$ cat src/rtl/la_capture_ctrl.sv
// la_capture_ctrl: trigger/capture sequencer for the logic analyzer sample RAM.
// Rev 1.0 - initial release.
`default_nettype none

module la_capture_ctrl #(
  parameter int AW = 5,
  parameter int DW = 32
) (
  input  logic          CLK,
  input  logic          RESET,
  input  logic [DW-1:0] MONITOR_SIGNAL,
  input  logic          step_en,
  input  logic          stop_n,
  input  logic          arm,
  input  logic [DW-1:0] trig_mask,
  input  logic [DW-1:0] trig_value,
  input  logic [AW-1:0] post_count,
  output logic          la_we,
  output logic [AW-1:0] WA,
  output logic [AW-1:0] trig_addr,
  output logic          wrapped,
  output logic          busy,
  output logic          done,
  output logic [7:0]    STATUS
);

  localparam logic [2:0] S_IDLE  = 3'd0;
  localparam logic [2:0] S_ARMED = 3'd1;
  localparam logic [2:0] S_POST  = 3'd2;
  localparam logic [2:0] S_DONE  = 3'd3;

  logic [2:0]    r_state;
  logic [AW-1:0] r_wa;
  logic [AW-1:0] r_trig_addr;
  logic [AW-1:0] r_remaining;
  logic          r_wrapped;
  logic          r_trig_seen;

  logic          w_active;
  logic          w_we;
  logic          w_hit;
  logic          w_wa_top;

  assign w_active = (r_state == S_ARMED) || (r_state == S_POST);
  assign w_we     = step_en & stop_n & w_active;
  assign w_hit    = ((MONITOR_SIGNAL & trig_mask) == (trig_value & trig_mask));
  assign w_wa_top = &r_wa;

  always_ff @(posedge CLK) begin
    if (!RESET) begin
      r_state     <= S_IDLE;
      r_wa        <= '0;
      r_trig_addr <= '0;
      r_remaining <= '0;
      r_wrapped   <= 1'b0;
      r_trig_seen <= 1'b0;
    end else if (!stop_n) begin
      // Abort keeps the pointers so the partial window stays inspectable.
      r_state <= S_IDLE;
    end else begin
      case (r_state)
        S_IDLE, S_DONE: begin
          if (arm) begin
            r_state     <= S_ARMED;
            r_wa        <= '0;
            r_trig_addr <= '0;
            r_wrapped   <= 1'b0;
            r_trig_seen <= 1'b0;
            r_remaining <= post_count;
          end
        end
        S_ARMED: begin
          if (w_we) begin
            r_wa <= r_wa + 1'b1;
            if (w_wa_top) r_wrapped <= 1'b1;
            if (w_hit) begin
              r_trig_addr <= r_wa;
              r_trig_seen <= 1'b1;
              r_state     <= (r_remaining == '0) ? S_DONE : S_POST;
            end
          end
        end
        S_POST: begin
          if (w_we) begin
            r_wa        <= r_wa + 1'b1;
            r_remaining <= r_remaining - 1'b1;
            if (w_wa_top) r_wrapped <= 1'b1;
            if (r_remaining == {{(AW-1){1'b0}}, 1'b1}) r_state <= S_DONE;
          end
        end
        default: r_state <= S_IDLE;
      endcase
    end
  end

  assign la_we     = w_we;
  assign WA        = r_wa;
  assign trig_addr = r_trig_addr;
  assign wrapped   = r_wrapped;
  assign busy      = w_active;
  assign done      = (r_state == S_DONE);
  assign STATUS    = {r_state, r_wrapped, r_trig_seen, 3'b000};

endmodule

`default_nettype wire

$ cat config.mk
export PLATFORM = sky130hd
export DESIGN_NAME = la_capture_ctrl
export DESIGN_NICKNAME = d
export VERILOG_FILES = /design/src/rtl/la_capture_ctrl.sv
export SDC_FILE = /design/constraint.sdc
export NUM_CORES = 1
export LEC_CHECK = 0
export BUFFER_PORTS_ARGS = -buffer_cell sky130_fd_sc_hd__buf_2
export CORE_MARGIN = 8
export CORE_UTILIZATION = 35
export DETAILED_ROUTE_END_ITERATION = 10
export GPL_ROUTABILITY_DRIVEN = 0
export PLACE_DENSITY = 0.72
export SLEW_MARGIN = 20
export SYNTH_ARGS = -nofsm -noshare
export SYNTH_HDL_FRONTEND = slang
export SYNTH_SLANG_ARGS = --single-unit
$ cat constraint.sdc
create_clock -name CLK -period 4.9 [get_ports CLK]
set_input_delay 0.735 -clock CLK [delete_from_list [all_inputs] [get_ports CLK]]
set_output_delay 0.735 -clock CLK [all_outputs]
set_load 0.005 [all_outputs]
==> flow_summary.json <==
{
  "outcome": "finished, final reports clean",
  "synth_xor_area_frac": 0.169,
  "port-buffer-count": 123,
  "final_nets": 448,
  "yosysTopAreaCell": "dfxtp_1",
  "avgSynthCellArea_um2": 7.73,
  "post_cts_resized": 0,
  "hold_end": "r_trig_seen$_SDFFE_PN0P_",
  "via_per_inst": 5.03,
  "yosys_warnings": 0,
  "maxCapViolations": 0,
  "cp.arrival_ns": 2.77,
  "num_vias": 1947,
  "rrSetupSlack_ns": 2.29,
  "grt_pass1_wl_mm": 9.50,
  "p_int_w": 0.000288,
  "dr.pass1.iters": 4,
  "area_delta_synth_final_pct": 40.4,
  "grt.overflow.total": 0,
  "hold_start": "r_trig_seen$_SDFFE_PN0P_",
  "yosys-top-cells-count": "nand2_1, xor2_1, dfxtp_1",
  "rsz0062_at_grt": "false",
  "ys.flop_type": "dfxtp_1",
  "synth.area.mux_share": 0.0303,
  "reg2reg_depth": 9,
  "dp_hpwl_mm": 5.08,
  "grt_pass1_vias": 1944,
  "cts_tree": "yes",
  "yosys.cell_types.count": 38,
  "start_kind": "register",
  "pwr-share-seq": 0.388,
  "dieArea_um2": 7180,
  "die_height_um": 84.7,
  "numCtsBuffers": 3,
  "netlist.area_leader.share": 0.230,
  "cp-end-kind": "register",
  "core-area_um2": 4630,
  "synth_compound_area_frac": 0.182,
  "hold_viol": 0,
  "synth_top_family_by_area": "simple AND/OR/NAND/NOR gates",
  "min_period_over_period": 0.533,
  "grt_start_max_net_pins": 23,
  "wirelength_mm": 5.95,
  "netlist_top_cells_area": "dfxtp_1, xor2_1, nand2_1",
  "pin_count": 128,
  "drc": 0,
  "p_sw_frac": 0.322,
  "critical_path.max_fanout": 8,
  "whs_ns": 0.487,
  "crit_type": "reg -> reg",
  "clkTransAtPathRegs_ns": 0.08,
  "diodes": 0,
  "wire_per_inst_um": 15.4,
  "grt_use_total": 0.162,
  "n_fill_cell": 485,
  "finClkSkew_ns": 0.00359,
  "antenna_found_initial": 0,
  "yosysSeqAreaShare": 0.230,
  "cts.hold.buffers_added": 0,
  "ant_nets": 0,
  "cts_buffer_depth": 2,
  "p_per_area_nw_per_um2": 183,
  "start_util": 0.357,
  "synth-edff-count": 0,
  "rows": 25,
  "drt-initial-drc-count": 121,
  "synthArstFlopShare": 0,
  "setup_violations": 0,
  "worst_slew_pin_slew_ns": 0.522,
  "irDropWorstVdd_v": 0.000120,
  "die_w_um": 84.7,
  "ys_ff_latch": 19,
  "clock_power_share": 0.265,
  "h-tree-depth": 1,
  "hp-class": "reg -> reg",
  "r2r_start": "r_state[0]$_SDFFE_PN0P_",
  "p_comb_frac": 0.348,
  "finalCriticalPeriod_ns": 2.61,
  "drive_gt1_frac": 0.387,
  "syn_area_um2": 1650,
  "postCtsSetupBuffers": 0,
  "syn_inst": 214,
  "hold_depth": 2,
  "crit-reg2reg-capture": "r_state[0]$_SDFFE_PN0P_",
  "max_freq_mhz": 383,
  "worstSkewPairLatency_ns": 0.26,
  "root_buffer": "clkbuf_8",
  "synthSimpleGateAreaFrac": 0.269,
  "setup_tns_ns": 0,
  "critPathRequiredTime_ns": 5.06,
  "synthAdderAreaFrac": 0.0605,
  "switchingPower_w": 0.000137,
  "relSlewSlack": 0.651,
  "slew_viol_final": 0,
  "cellLeakagePower_nw": 1.22,
  "synth.most_common_cell": "nand2_1",
  "clock-sinks": 19
}
==> stage by stage <==
stage | setup slack, ns | total power [W] | utilization | area, um2 | std cells
floorplan | 2.62 | 0.000250 | - | 1670 | 217
global route | 2.09 | 0.000454 | 0.502 | 2320 | 387
CTS | 2.27 | 0.000427 | 0.502 | 2320 | 387
global placement | 2.35 | 0.000312 | 0.492 | 2280 | 383
finish | 2.29 | 0.000425 | 0.502 | 2320 | 387
detailed placement | 2.30 | 0.000315 | 0.492 | 2280 | 383
==> registers in the layout (all words and copies together), names as in the netlist <==
| name | count |
|---|---|
| WA | 5 |
| trig_addr | 5 |
| r_trig_seen | 1 |
| r_remaining | 5 |
| r_state | 2 |
| wrapped | 1 |
==> critical path, stage by stage (launching register included) <==
cell	delay (ns)
dfxtp_1	0.38
inv_1	0.07
ha_1	0.39
inv_1	0.12
and3_1	0.36
nand4_1	0.15
nor3_1	0.22
a21boi_1	0.14
or4_1	0.48
and4_1	0.20
==> power by group through the flow <==
stage | Clock (W) | Combinational (W) | Sequential, W
floorplan | 0 | 0.0000822 | 0.000167
global placement | 0 | 0.000143 | 0.000168
detailed placement | 0 | 0.000147 | 0.000168
CTS | 0.000114 | 0.000147 | 0.000165
global route | 0.000121 | 0.000167 | 0.000166
finish | 0.000112 | 0.000148 | 0.000165
==> how the worst max path moves through the flow <==
stage,startpoint,end,slack [ns],cells past startpoint
2_1_floorplan,MONITOR_SIGNAL[27],r_state[0]$_SDFFE_PN0P_,2.62,7
3_3_place_gp,r_state[0]$_SDFFE_PN0P_,r_state[0]$_SDFFE_PN0P_,2.35,9
3_5_place_dp,r_state[0]$_SDFFE_PN0P_,r_state[0]$_SDFFE_PN0P_,2.30,9
4_1_cts,r_state[0]$_SDFFE_PN0P_,r_state[0]$_SDFFE_PN0P_,2.27,9
5_1_grt,r_state[0]$_SDFFE_PN0P_,r_state[0]$_SDFFE_PN0P_,2.09,9
6_report,r_state[0]$_SDFFE_PN0P_,r_state[0]$_SDFFE_PN0P_,2.29,9
==> cells by family after synthesis <==
kind of cell / after synthesis
simple gates: 89
compound gates: 43
xor+xnor: 32
flops: 19
buf+inv: 17
fa+ha+maj: 8
mux: 5
other cells: 1
==> routing by layer <==
layer / vias up / wire length [um] / GRT usage
li1: 991 / - / -
met1: 879 / 2450 / 0.186
met2: 69 / 3020 / 0.289
met3: 8 / 376 / 0.0361
met4: 0 / 98 / 0.0485
met5: - / 0 / 0
==> cells in the final DEF (no fill, tap or decap), types with 3 or more instances in the layout <==
| cell | n |
|---|---|
| buf_2 | 123 |
| nand2_1 | 37 |
| xor2_1 | 32 |
| dfxtp_1 | 19 |
| a22oi_1 | 15 |
| o21ai_0 | 11 |
| nand4_1 | 11 |
| nor2b_1 | 11 |
| ha_1 | 8 |
| nand3_1 | 7 |
| inv_1 | 6 |
| nor2_1 | 6 |
| mux2i_1 | 5 |
| a21oi_1 | 4 |
| nor3_1 | 4 |
| conb_1 | 4 |
| and2_1 | 3 |
| o2111ai_1 | 3 |
| clkbuf_8 | 3 |
==> final cells by class <==
cell class / instances / area [um2] / share of cell area
Clock buffer: 3 / 41.3 / 0.0178
Clock inverter: 1 / 5.00 / 0.00216
Inverter: 6 / 22.5 / 0.00970
Multi-Input combinational cell: 181 / 1190 / 0.512
Sequential cell: 19 / 380 / 0.164
Tap cell: 54 / 67.6 / 0.0291
Timing Repair Buffer: 123 / 616 / 0.265
Power figures use the tool's default switching activity.
